**src/rtl/turn_ctrl.sv**
```systemverilog
// Turn sequencer and score arbiter for Connect-4 Pop: owns the turn, hands moves to the board
// engine, and emits one score pulse per decided round. Optional turn forfeit timer: TURN_TIMEOUT_EN.
module turn_ctrl #(
    parameter logic [31:0] TIMEOUT_CYCLES = 32'd500_000_000,
    parameter logic        FIRST_PLAYER   = 1'b0
) (
    input  logic       clk,
    input  logic       reset,
    input  logic       start,
    input  logic       p1_btn,
    input  logic       p2_btn,
    input  logic [2:0] btn_col,
    input  logic       btn_pop,
    output logic       move_req,
    output logic       move_player,
    output logic       move_pop,
    output logic [2:0] move_col,
    input  logic       move_ack,
    input  logic       move_nack,
    input  logic       chk_done,
    input  logic       chk_win1,
    input  logic       chk_win2,
    input  logic       chk_draw,
    output logic       score_p1,
    output logic       score_p2,
    output logic       turn,
    output logic       round_active,
    output logic       timeout,
    output logic [2:0] state
);

    typedef enum logic [2:0] {
        IDLE      = 3'd0,
        WAIT_MOVE = 3'd1,
        ISSUE     = 3'd2,
        CHECK     = 3'd3,
        SCORE     = 3'd4,
        ROUND_END = 3'd5
    } state_t;

    state_t st;
    logic   first;
    logic   commit;
    logic   mover_win;
    logic   opp_win;
    logic   winner_p2;

    assign state = st;

    always_comb begin
        commit    = (st == WAIT_MOVE) && (turn ? p2_btn : p1_btn) && (btn_col <= 3'd6);
        mover_win = move_player ? chk_win2 : chk_win1;
        opp_win   = move_player ? chk_win1 : chk_win2;
        // A pop completing both lines still goes to the mover.
        winner_p2 = mover_win ? move_player : ~move_player;
    end

`ifdef TURN_TIMEOUT_EN
    logic [31:0] timer;
    logic        expire;
    always_comb expire = (st == WAIT_MOVE) && (timer == TIMEOUT_CYCLES - 32'd1);
`else
    logic unused_cfg;
    assign unused_cfg = ^TIMEOUT_CYCLES;
    assign timeout    = 1'b0;
`endif

    always_ff @(posedge clk) begin
        if (!reset) begin
            st           <= IDLE;
            turn         <= FIRST_PLAYER;
            first        <= FIRST_PLAYER;
            move_req     <= 1'b0;
            move_col     <= 3'd0;
            move_pop     <= 1'b0;
            move_player  <= 1'b0;
            score_p1     <= 1'b0;
            score_p2     <= 1'b0;
            round_active <= 1'b0;
`ifdef TURN_TIMEOUT_EN
            timeout      <= 1'b0;
            timer        <= 32'd0;
`endif
        end else begin
            score_p1 <= 1'b0;
            score_p2 <= 1'b0;
`ifdef TURN_TIMEOUT_EN
            timeout  <= 1'b0;
`endif
            case (st)
                IDLE: begin
                    turn <= first;
                    if (start) begin
                        st           <= WAIT_MOVE;
                        round_active <= 1'b1;
`ifdef TURN_TIMEOUT_EN
                        timer        <= 32'd0;
`endif
                    end
                end
                WAIT_MOVE: begin
                    if (commit) begin
                        move_col    <= btn_col;
                        move_pop    <= btn_pop;
                        move_player <= turn;
                        move_req    <= 1'b1;
                        st          <= ISSUE;
                    end
`ifdef TURN_TIMEOUT_EN
                    else if (expire) begin
                        timeout <= 1'b1;
                        turn    <= ~turn;
                        timer   <= 32'd0;
                    end else begin
                        timer <= timer + 32'd1;
                    end
`endif
                end
                ISSUE: begin
                    if (move_nack) begin
                        move_req <= 1'b0;
                        st       <= WAIT_MOVE;
                    end else if (move_ack) begin
                        move_req <= 1'b0;
                        st       <= CHECK;
                    end
                end
                CHECK: begin
                    if (chk_done) begin
                        if (mover_win || opp_win) begin
                            st <= SCORE;
                            if (winner_p2) score_p2 <= 1'b1;
                            else           score_p1 <= 1'b1;
                        end else if (chk_draw) begin
                            st           <= ROUND_END;
                            round_active <= 1'b0;
                            first        <= ~first;
                        end else begin
                            st   <= WAIT_MOVE;
                            turn <= ~turn;
`ifdef TURN_TIMEOUT_EN
                            timer <= 32'd0;
`endif
                        end
                    end
                end
                SCORE: begin
                    st           <= ROUND_END;
                    round_active <= 1'b0;
                    first        <= ~first;
                end
                ROUND_END: begin
                    if (start) begin
                        st           <= WAIT_MOVE;
                        turn         <= first;
                        round_active <= 1'b1;
`ifdef TURN_TIMEOUT_EN
                        timer        <= 32'd0;
`endif
                    end
                end
                default: st <= IDLE;
            endcase
        end
    end

endmodule
```
**config.mk**
```make
export PLATFORM = sky130hd
export DESIGN_NAME = turn_ctrl
export DESIGN_NICKNAME = d
export VERILOG_FILES = /design/src/rtl/turn_ctrl.sv
export SDC_FILE = /design/constraint.sdc
export NUM_CORES = 1
export LEC_CHECK = 0
export ABC_AREA = 1
export BUFFER_PORTS_ARGS = -buffer_cell sky130_fd_sc_hd__buf_4
export CORE_MARGIN = 2
export CORE_UTILIZATION = 46
export CTS_BUF_LIST = sky130_fd_sc_hd__clkbuf_8
export DETAILED_ROUTE_END_ITERATION = 7
export PLACE_DENSITY = 0.78
export SYNTH_ARGS = -nofsm -noshare
export SYNTH_HDL_FRONTEND = slang
export SYNTH_SLANG_ARGS = --single-unit
```
**constraint.sdc**
```tcl
create_clock -name clk -period 1.4 [get_ports clk]
set_input_delay 0 -clock clk [delete_from_list [all_inputs] [get_ports clk]]
set_output_delay 0 -clock clk [all_outputs]
set_load 0.005 [all_outputs]
```
# Word-level counts from Yosys, hierarchy flattened
# Cells that the tools add are included.
# classes
n_reduce_logical	16
n_mux	32
n_bitwise	3
n_lt_le_gt_ge	1
n_eq_ne	13
# ops
cell	count
3-bit 2-to-1 mux	7
1-bit 2-to-1 mux	20
3-bit one-hot mux with 5 select lines	1
2-bit inequality test, second input constant	6
4-bit AND reduction	3
5-bit AND reduction	2
3-bit by 2-bit equality test with 1-bit output, second input constant	2
3-bit equality test, second input constant	2
1-bit one-hot mux with 3 select lines	2
3-bit nonzero test	2
1-bit one-hot mux with 2 select lines	2
2-bit nonzero test	2
3-bit by 1-bit equality test with 1-bit output, second input constant	1
3-bit less-or-equal comparator, second input constant	1
3-bit logical NOT	1
3-bit inequality test, second input constant	1
1-bit inverter	3
3-bit AND reduction	1
1-bit logical AND	2
2-bit by 1-bit inequality test with 1-bit output, second input constant	1
2-bit AND reduction	1
2-bit OR reduction	1
1-bit logical OR	1
# word_totals
register_bits	14
out_inout_bits	14
word_cells	75
in_bits	15

# Logic depth before layout (Yosys ltp)
# logic_depth
word_depth	5
depth_mapped	10
depth_no_buf	9

# Least setup slack after synthesis
# No wires, ideal clock.
# synth_timing
path_kind	reg2reg
startpoint	reg st[1] (netlist: state[1])
endpoint	reg first
t_arrival_ns	1.048
path_buffers	1
required_ns	1.283
synth_period_minus_slack_ns	1.166
stages_incl_launch_ff	8
path_slack_ns	0.234
setup_ns	0.117
cell_sequence	dfxtp_1 > buf_6 > nand2_1 > nor2_1 > o21ai_0 > nand2_1 > xor2_1 > nor2_1
# synth_between
elab_chain_cells	3
elab_cells_between_ends	8
classes_between	eq/ne: 5; mux: 1; reduce/logical: 2
# synth_lines
item	line_no	source
start: declaration	41	state_t st;
start signal: assignment	70	st <= IDLE;
start signal: assignment	94	st <= WAIT_MOVE;
start signal: assignment	107	st <= ISSUE;
3-bit by 2-bit equality test with 1-bit output / 3-bit equality test (equally long branches)	90	case (st)
2-bit inequality test (no source line) / 2-bit nonzero test (equally long branches)	--	
4-bit AND reduction (no source line)	--	
end signal: assignment	137	first <= ~first;
end signal: assignment	150	first <= ~first;
end: declaration	42	logic first;
# Several ways; a longest one is shown, not always the timed one.
# A chain may end at the register's enable or synchronous reset.

# Final worst setup path
# layout_timing
startpoint	reg st[0] (netlist: state[0])
endpoint	reg first
# The elaborated chain is that of the path after synthesis.

==> results by group <==
Route
  – Routed WL: 1.71 mm
  – Avg Vias per Cell: 5.15
  – Post-route ant nets: 0
  – DRC Markers: 0
  – Detailed Route Iter0 Violations: 16
  – Post-DR wirelength/cell: 10.4 um
  – DRT Pass-1 Iters: 4
  – Via Count: 849

Synthesis
  – Synth Register Bits: 14
  – Dominant cell type by area after synthesis: dfxtp_1
  – Post-synth top area share: 34.5%
  – Syn_area_per_cell: 6.72 um^2
  – Register area share after synthesis: 34.5%
  – Cell Area, Synth: 813 um^2
  – Synth warnings: 0
  – Post-synth net total: 136
  – Synthesized instance count: 121
  – Count of cell types in the netlist: 23
  – Synth top area cells: dfxtp_1, nand2_1, nor2_1, a21oi_1, inv_1

Critical path
  – Critical path data required time: 1.53 ns
  – CP max FO: 9
  – Crit. Startpoint: state[0]
  – Max stage delay on crit path: 0.44 ns
  – Slowest-stage cell, CP: dfxtp_2
  – Startpoint Class: flop
  – Critical Path, Cell by Cell: nand2_1, nor2_1, o21ai_0, nand2_1, xor2_1, nor2_1
  – Setup CP Type: flop to flop
  – Crit. End Element: flop
  – Reg2Reg Setup Slack: 0.17 ns
  – Worst EP arrival: 1.36 ns
  – Worst reg2reg path startpoint: state[0]

Timing
  – WHS: 0.0212 ns
  – Max Clock Skew: 0.00122 ns
  – Slew Limit Fails: 0
  – Max Clk Rate: 811 MHz
  – Min Tclk post-route: 1.23 ns
  – Setup TNS: 0 ns
  – RSZ-0062 raised after global routing: no
  – Setup Viol. Count Final: 0
  – Fin crit share: 88.0%
  – Final Hold Fails: 0

Die
  – Row cnt: 15
  – Initial Util: 48.1%
  – Core Area: 1690 um^2
  – Die area: 2120 um^2
  – Die X: 46.0 um
  – I/O pin count: 29
  – Die Span Y: 46.0 um

Power and ir drop
  – NetSw: 0.000835 W
  – LEAKAGE: 0.514 nW
  – Clock share of power: 16.0%
  – Pwr per Cell Area: 1860 nW/um^2
  – VDD IR-drop max: 1.17 mV
  – Internal power: 0.00114 W
  – Combinational Power Share: 51.2%
  – Sequential share of power: 32.8%
  – Switch share: 42.4%

Worst hold path
  – HP Start: btn_pop
  – Worst Hold Class: primary input to flop

Cells and area
  – Fillers: 154
  – Layout Cell Area excl Fill: 1060 um^2
  – Final Non-Filler Cells: 165
  – Highest-count cells in the layout ignoring fill and taps: buf_4, nand2_1, nor2_1
  – Fraction of layout cells with a size suffix above 1: 35.1%
  – Commonest non-fill, non-tap cell in the layout: buf_4
  – Layout Nets: 165
  – Area grow syn2layout: 30.0%
  – ANT cells: 0

Global routing
  – Largest net degree at the start of global routing: 10
  – Vias in the first global route: 704
  – Total track usage: 17.8%
  – Total grt overflow: 0
  – First-pass GRT wire length: 2.77 mm
  – Initial antenna violation count: 0

Placement
  – # port buffers: 27
  – Hpwl dp: 1.35 mm
  – Placed instance count: 162
  – Placed cell areas: 1010 um^2
  – GP Congestion: 0.886

Clock tree
  – Clock Latency Late Sink: 0.24 ns
  – Bufs on Longest Clock Path: 2
  – H-tree levels: 1
  – Total CTS buffers: 3
  – CTS Root Cell: clkbuf_8
  – Setup bufs post-CTS: 0
  – TritonCTS clock tree: yes
  – CTS clk-pin slew, worst paths: 0.05 ns
  – CTS sink cnt: 14

Run status
  – Outcome: complete, no violations

Flow run
  – Max Cap Viol: 0
## metrics by stage
step / utilization [%] / total power (W) / setup slack, ns
after floorplan: - / 0.00138 / 0.234
after global placement: 59.8 / 0.00162 / 0.0919
after detailed placement: 59.8 / 0.00164 / 0.0877
after CTS: 62.2 / 0.00197 / 0.0542
after global routing: 62.6 / 0.00215 / 0.0373
final: 62.6 / 0.00197 / 0.167
## layer usage
metal  part of all wire [%]  routed length [um]  global-route usage (%)
met1                     44                 744                    22.7
met2                     48                 813                    27.2
met3                    7.1                 122                    5.95
met4                    1.7                  29                    7.43
met5                      0                   0                       0
## registers in the layout, indices dropped and copies added, names as in the netlist
name          flops
move_col          3
move_player       1
turn              1
first             1
move_req          1
state             3
round_active      1
move_pop          1
score_p2          1
score_p1          1
## cell usage after synthesis
library cell and instances:
a21oi_4 1, a21oi_1 9, buf_2 1, nand3_2 1, nand2_1 27, inv_1 11
dfxtp_1 14, conb_1 1, clkinv_2 1, nand3_4 1, nor2_1 21, buf_4 1
xor2_1 1, buf_6 2, nand4_2 1, nand3_1 8, nand2_2 5, o21ai_2 1
nor2_2 1, o211ai_1 2, o21ai_0 6, inv_2 4, nor2_4 1
## power groups by stage
stage | Combinational [W] | Clock (W) | Sequential (W)
3_5_place_dp | 0.000997 | 0 | 0.000639
4_1_cts | 0.00101 | 0.000330 | 0.000632
5_1_grt | 0.00114 | 0.000339 | 0.000671
2_1_floorplan | 0.000792 | 0 | 0.000591
3_3_place_gp | 0.000980 | 0 | 0.000639
6_report | 0.00101 | 0.000315 | 0.000646
## cell families after synthesis
group / count (synthesis) / share of synthesized area, %
simple gates: 66 / 38.0
buf+inv: 20 / 11.8
compound gates: 19 / 14.2
flops: 14 / 34.5
xor+xnor: 1 / 1.08
other cells: 1 / 0.461
## critical path: cells and delay by family (launching register included)
kind | cells | cell delay (ns)
AOI/OAI and AO/OA | 1 | 0.16
xor gates and xnor gates | 1 | 0.16
DFF | 1 | 0.44
and+or+nand+nor | 4 | 0.37
## final cells by class
type | instances | area [um^2] | share of cell area, %
inverter | 16 | 61.3 | 5.80
multi-input combinational | 87 | 439 | 41.5
tap | 17 | 21.3 | 2.01
clock buffer | 3 | 41.3 | 3.91
timing repair buffer | 28 | 210 | 19.9
sequential | 14 | 284 | 26.9
## timing repair
action                                  4_1_cts  5_1_grt
hold buffers                                  0        0
endpoints found under the setup margin        0       11
gates resized for setup                       0        4
## worst paths after layout
kind / end / cells past startpoint
max reg2reg: first / 6
max: first / 6
min: move_pop / 3
min reg2reg: round_active / 2
No activity file was read; power rests on OpenSTA's default activity.
